--- src/rtl/heater_pwm_multi.sv ---
// Multi-channel heater PWM driver: one shared period counter, phase-staggered channels,
// per-channel enable, duty ceiling and optional soft-start ramp toward the requested on-time.
module heater_pwm_multi #(
    parameter int N_CH      = 2,
    parameter int CNT_W     = 16,
    parameter int PERIOD    = 1011,
    parameter int MAX_DUTY  = 1011,
    parameter int RAMP_STEP = 0
) (
    input  logic                    clk,
    input  logic                    rst,
    input  logic [N_CH-1:0]         heater_open,
    input  logic [N_CH*CNT_W-1:0]   high_len,
    output logic [N_CH-1:0]         heater_con,
    output logic [N_CH-1:0]         duty_sat,
    output logic                    period_tick
);
    // One extra bit of headroom so duty + RAMP_STEP and cnt + offset never wrap.
    localparam int AW = CNT_W + 1;
    localparam int STAGGER = PERIOD / N_CH;
    localparam logic [AW-1:0] PERIOD_A = AW'(PERIOD);
    localparam logic [AW-1:0] MAX_A    = AW'(MAX_DUTY);
    localparam logic [AW-1:0] RAMP_A   = AW'(RAMP_STEP);

    logic [AW-1:0] r_cnt;
    logic [AW-1:0] w_cnt_next;
    logic          r_tick;

    always_comb begin
        w_cnt_next = r_cnt + 1'b1;
        if (r_cnt == PERIOD_A - 1'b1) begin
            w_cnt_next = '0;
        end
    end

    always_ff @(posedge clk) begin
        if (rst) begin
            r_cnt  <= '0;
            r_tick <= 1'b0;
        end else begin
            r_cnt  <= w_cnt_next;
            r_tick <= (r_cnt == '0);
        end
    end

    assign period_tick = r_tick;

    genvar gi;
    generate
        for (gi = 0; gi < N_CH; gi++) begin : g_ch
            localparam logic [AW-1:0] OFFSET = AW'(gi * STAGGER);

            logic [CNT_W-1:0] w_req;
            logic [AW-1:0]    w_sum;
            logic [AW-1:0]    w_phase;
            logic [AW-1:0]    w_target;
            logic [AW-1:0]    w_ramped;
            logic [AW-1:0]    w_duty_next;
            logic             w_sat;
            logic             w_boundary;

            logic             r_active;
            logic [AW-1:0]    r_duty;
            logic             r_con;
            logic             r_sat;

            always_comb begin
                w_req       = high_len[gi*CNT_W +: CNT_W];
                w_sum       = r_cnt + OFFSET;
                w_phase     = w_sum;
                if (w_sum >= PERIOD_A) begin
                    w_phase = w_sum - PERIOD_A;
                end
                w_boundary  = (w_phase == '0);

                // Request is signed: negative clamps to 0, oversize clamps to the ceiling.
                w_target    = {1'b0, w_req};
                w_sat       = 1'b0;
                if (w_req[CNT_W-1]) begin
                    w_target = '0;
                    w_sat    = 1'b1;
                end else if ({1'b0, w_req} > MAX_A) begin
                    w_target = MAX_A;
                    w_sat    = 1'b1;
                end

                w_ramped    = r_duty + RAMP_A;
                w_duty_next = w_target;
                if (RAMP_STEP != 0 && w_target > r_duty && w_ramped < w_target) begin
                    w_duty_next = w_ramped;
                end
            end

            always_ff @(posedge clk) begin
                if (rst) begin
                    r_active <= 1'b0;
                    r_duty   <= '0;
                    r_con    <= 1'b0;
                    r_sat    <= 1'b0;
                end else if (!heater_open[gi]) begin
                    r_active <= 1'b0;
                    r_duty   <= '0;
                    r_con    <= 1'b0;
                    if (w_boundary) begin
                        r_sat <= w_sat;
                    end
                end else if (w_boundary) begin
                    r_active <= 1'b1;
                    r_duty   <= w_duty_next;
                    r_con    <= (w_duty_next != '0);
                    r_sat    <= w_sat;
                end else begin
                    r_con    <= r_active && (w_phase < r_duty);
                end
            end

            assign heater_con[gi] = r_con;
            assign duty_sat[gi]   = r_sat;
        end
    endgenerate

endmodule
--- config.mk ---
export PLATFORM = sky130hd
export DESIGN_NAME = heater_pwm_multi
export DESIGN_NICKNAME = d
export VERILOG_FILES = /design/src/rtl/heater_pwm_multi.sv
export SDC_FILE = /design/constraint.sdc
export NUM_CORES = 1
export LEC_CHECK = 0
export BUFFER_PORTS_ARGS = -buffer_cell sky130_fd_sc_hd__buf_2
export CAP_MARGIN = 5
export CORE_MARGIN = 2
export CORE_UTILIZATION = 50
export CTS_BUF_LIST = sky130_fd_sc_hd__clkbuf_2 sky130_fd_sc_hd__clkbuf_4 sky130_fd_sc_hd__clkbuf_8
export CTS_CLUSTER_SIZE = 28
export DETAILED_ROUTE_END_ITERATION = 8
export PLACE_DENSITY_LB_ADDON = 0.08
export SLEW_MARGIN = 5
export SYNTH_ARGS = -nofsm -noshare
export SYNTH_HDL_FRONTEND = slang
export SYNTH_SLANG_ARGS = --single-unit
--- constraint.sdc ---
create_clock -name clk -period 6.6 [get_ports clk]
set_clock_uncertainty 0.15 [all_clocks]
set_input_delay 0.33 -clock clk [delete_from_list [all_inputs] [get_ports clk]]
set_output_delay 0.33 -clock clk [all_outputs]
set_load 0.02 [all_outputs]
==> results.txt <==
Final WL: 12930 µm
Worst setup EP type: flip-flop
Status: complete, no violations
Yosys reg bits: 54
Critical Path Start Type: flip-flop
Nets@finish: 708
Clk slew on worst S/H paths: 110 ps
Drt first pass iters: 5
Mapped Nets: 704
RSZ-0062 raised after global routing: false
Max clock buf depth: 2
Core area: 9284 µm²
Die footprint: 10410 µm²
Vias post-DR: 4669
Clk_lat worst skew: 320 ps
Antenna violations before repair: 0
Post-DP HPWL: 9796 µm
Die height: 102.0 µm
Slew @ Worst Pin: 1095 ps
Vias in the first global route: 4341
Total Power: 0.0006840 W
Setup TNS: 0 ps
Syn avg cell area: 7.580 µm²
Root Buffer: clkbuf_8
EDFF count, synth: 0
Initial Util: 51.77%
CP Data Arrival Time: 5510 ps
DRC violations left: 0
Normalized max-slew margin: 26.78%
Post-synthesis sequential area ratio: 22.49%
Port buffer count: 40
Largest net degree at the start of global routing: 29
Post-CTS sizing: 0
Post-route ant nets: 0
Post-Synthesis Cells: 634
Synthesis warning total: 0
Peak supply drop: 0.1243 mV
Max Slew Vio Count: 0
Area grow syn2layout: 5.519%
Yosys cell types: 71
Diode count: 0
Post-Syn Area: 4806 µm²
CTS tree: yes
Ys async rst share: 0%
Worst-path maximum fanout: 16
Routed vias/inst: 6.079
Post-CTS Setup Inserts: 0
Final Hold Viols: 0
Leak: 1.996 nW
Final worst path period share: 81.94%
Critical Setup Path Class: flip-flop to flip-flop
Power Density: 134.9 nW/µm²
CTS buffer count: 5
Total GRT Usage: 25.52%
Post-CTS Hold Buffers: 0
Final Wtd Congestion: 0.9084
MaxCap Viol Count: 0
Min Clock Period, post-route: 5408 ps
I/O pins: 41
DRT iter0 DRCs: 304
Min-Delay Path Class: primary input to flip-flop
Width of the die: 102.0 µm
First-pass GRT wire length: 21410 µm
Prevailing post-synth register cell: dfxtp_1
Setup violators final: 0
H-tree depth: 2
Grt total ovfl: 0
Rows: 35
# clock sinks: 54
Fraction of layout instances using a drive strength above 1: 9.859%
Average wire per standard cell: 16.83 µm
Peak Freq: 184.9 MHz
Worst endpoint required time: 6700 ps
[worst paths after layout]
path | start | cells past startpoint | slack (ps) | to
max reg2reg | r_cnt[0] | 18 | 1190 | g_ch[1].r_con
min | high_len[3] | 3 | 150 | g_ch[0].r_duty[3]
min reg2reg | g_ch[1].r_active | 2 | 310 | g_ch[1].r_active
max | r_cnt[0] | 18 | 1190 | g_ch[1].r_con
[area by class of cell]
type | instances | area [µm²]
fill | 956 | 4213
clock buffer | 5 | 68.82
tap | 129 | 161.4
timing repair buffer | 42 | 215.2
sequential | 54 | 1081
clock inverter | 3 | 47.55
inverter | 46 | 172.7
multi-input combinational | 489 | 3324
[cell usage in the layout, fill, tap and decap left out, drive strengths merged, types with 20 or more instances in the layout]
cell type	synthesis	final
nor2	81	81
dfxtp	54	54
inv	46	47
buf	27	42
xnor2	34	34
ha	34	34
a21oi	31	31
nand2	31	31
nand4	27	27
xor2	21	21
nand3	20	20
[Yosys cell counts, drive strengths merged, types with 19 or more instances]
| cell type | instances | area share, % |
|---|---|---|
| nor2 | 81 | 6.3 |
| dfxtp | 54 | 22 |
| inv | 46 | 3.6 |
| ha | 34 | 8.9 |
| xnor2 | 34 | 6.2 |
| a21oi | 31 | 3.2 |
| nand2 | 31 | 2.4 |
| buf | 27 | 3.3 |
| nand4 | 27 | 3.5 |
| xor2 | 21 | 3.8 |
| nand3 | 20 | 2.2 |
| nor3 | 19 | 2.1 |
[worst max-delay path, stage by stage, from the launching register on]
cell,delay (ps)
dfxtp_1,640
ha_1,500
a211o_1,330
nand4_1,120
a2111oi_0,760
o211a_1,300
and3_4,330
nor2_1,80
a21oi_1,120
ha_1,270
a21o_1,190
a21o_1,170
a21o_1,170
a21o_1,180
a21oi_1,130
o21ai_0,140
or3b_1,380
a211o_1,270
mux2i_1,120
[metrics by stage]
stage          worst slack (ps)  cells  util (%)  hold WS (ps)  cell area, µm²
3_3_place_gp               1532    760     53.37         288.0            4955
4_1_cts                    1296    768     54.62         134.4            5071
6_report                   1192    768     54.62         148.8            5071
2_1_floorplan              1743    634         -         252.4            4806
3_5_place_dp               1370    760     53.37         297.3            4955
5_1_grt                   830.3    768     54.62         166.2            5071
[layer usage]
| metal | track usage (%) | part of all wire (%) |
|---|---|---|
| met4 | 6.154 | 1.5 |
| met1 | 37.13 | 49 |
| met3 | 2.804 | 4.3 |
| met5 | 0 | 0 |
| met2 | 40.49 | 46 |
[sequential cells by signal, summed over array words and instances (netlist names)]
signal	flops
r_cnt	17
g_ch.r_active	2
period_tick	1
g_ch.r_sat	2
g_ch.r_con	2
g_ch.r_duty	30
[cells by family (layout without fill, tap and decap cells)]
family,count (synthesis),count (layout),share of synthesized area (%)
AND/OR/NAND/NOR,246,246,27.08
AO/OA/AOI/OAI,149,149,22.16
buffers and inverters,91,96,8.331
XOR/XNOR,55,55,10.02
flip-flops,54,54,22.49
adder cells (fa/ha/maj),34,34,8.852
multiplexers,5,5,1.067
[where the power goes]
group	total, W	switching [W]	internal [W]
logic	0.000109	0.0000670	0.0000419
registers	0.000339	0.00000687	0.000332
clock network	0.000236	0.000121	0.000115
total	0.000684	0.000195	0.000489
No activity file was read; power rests on OpenSTA's default activity.
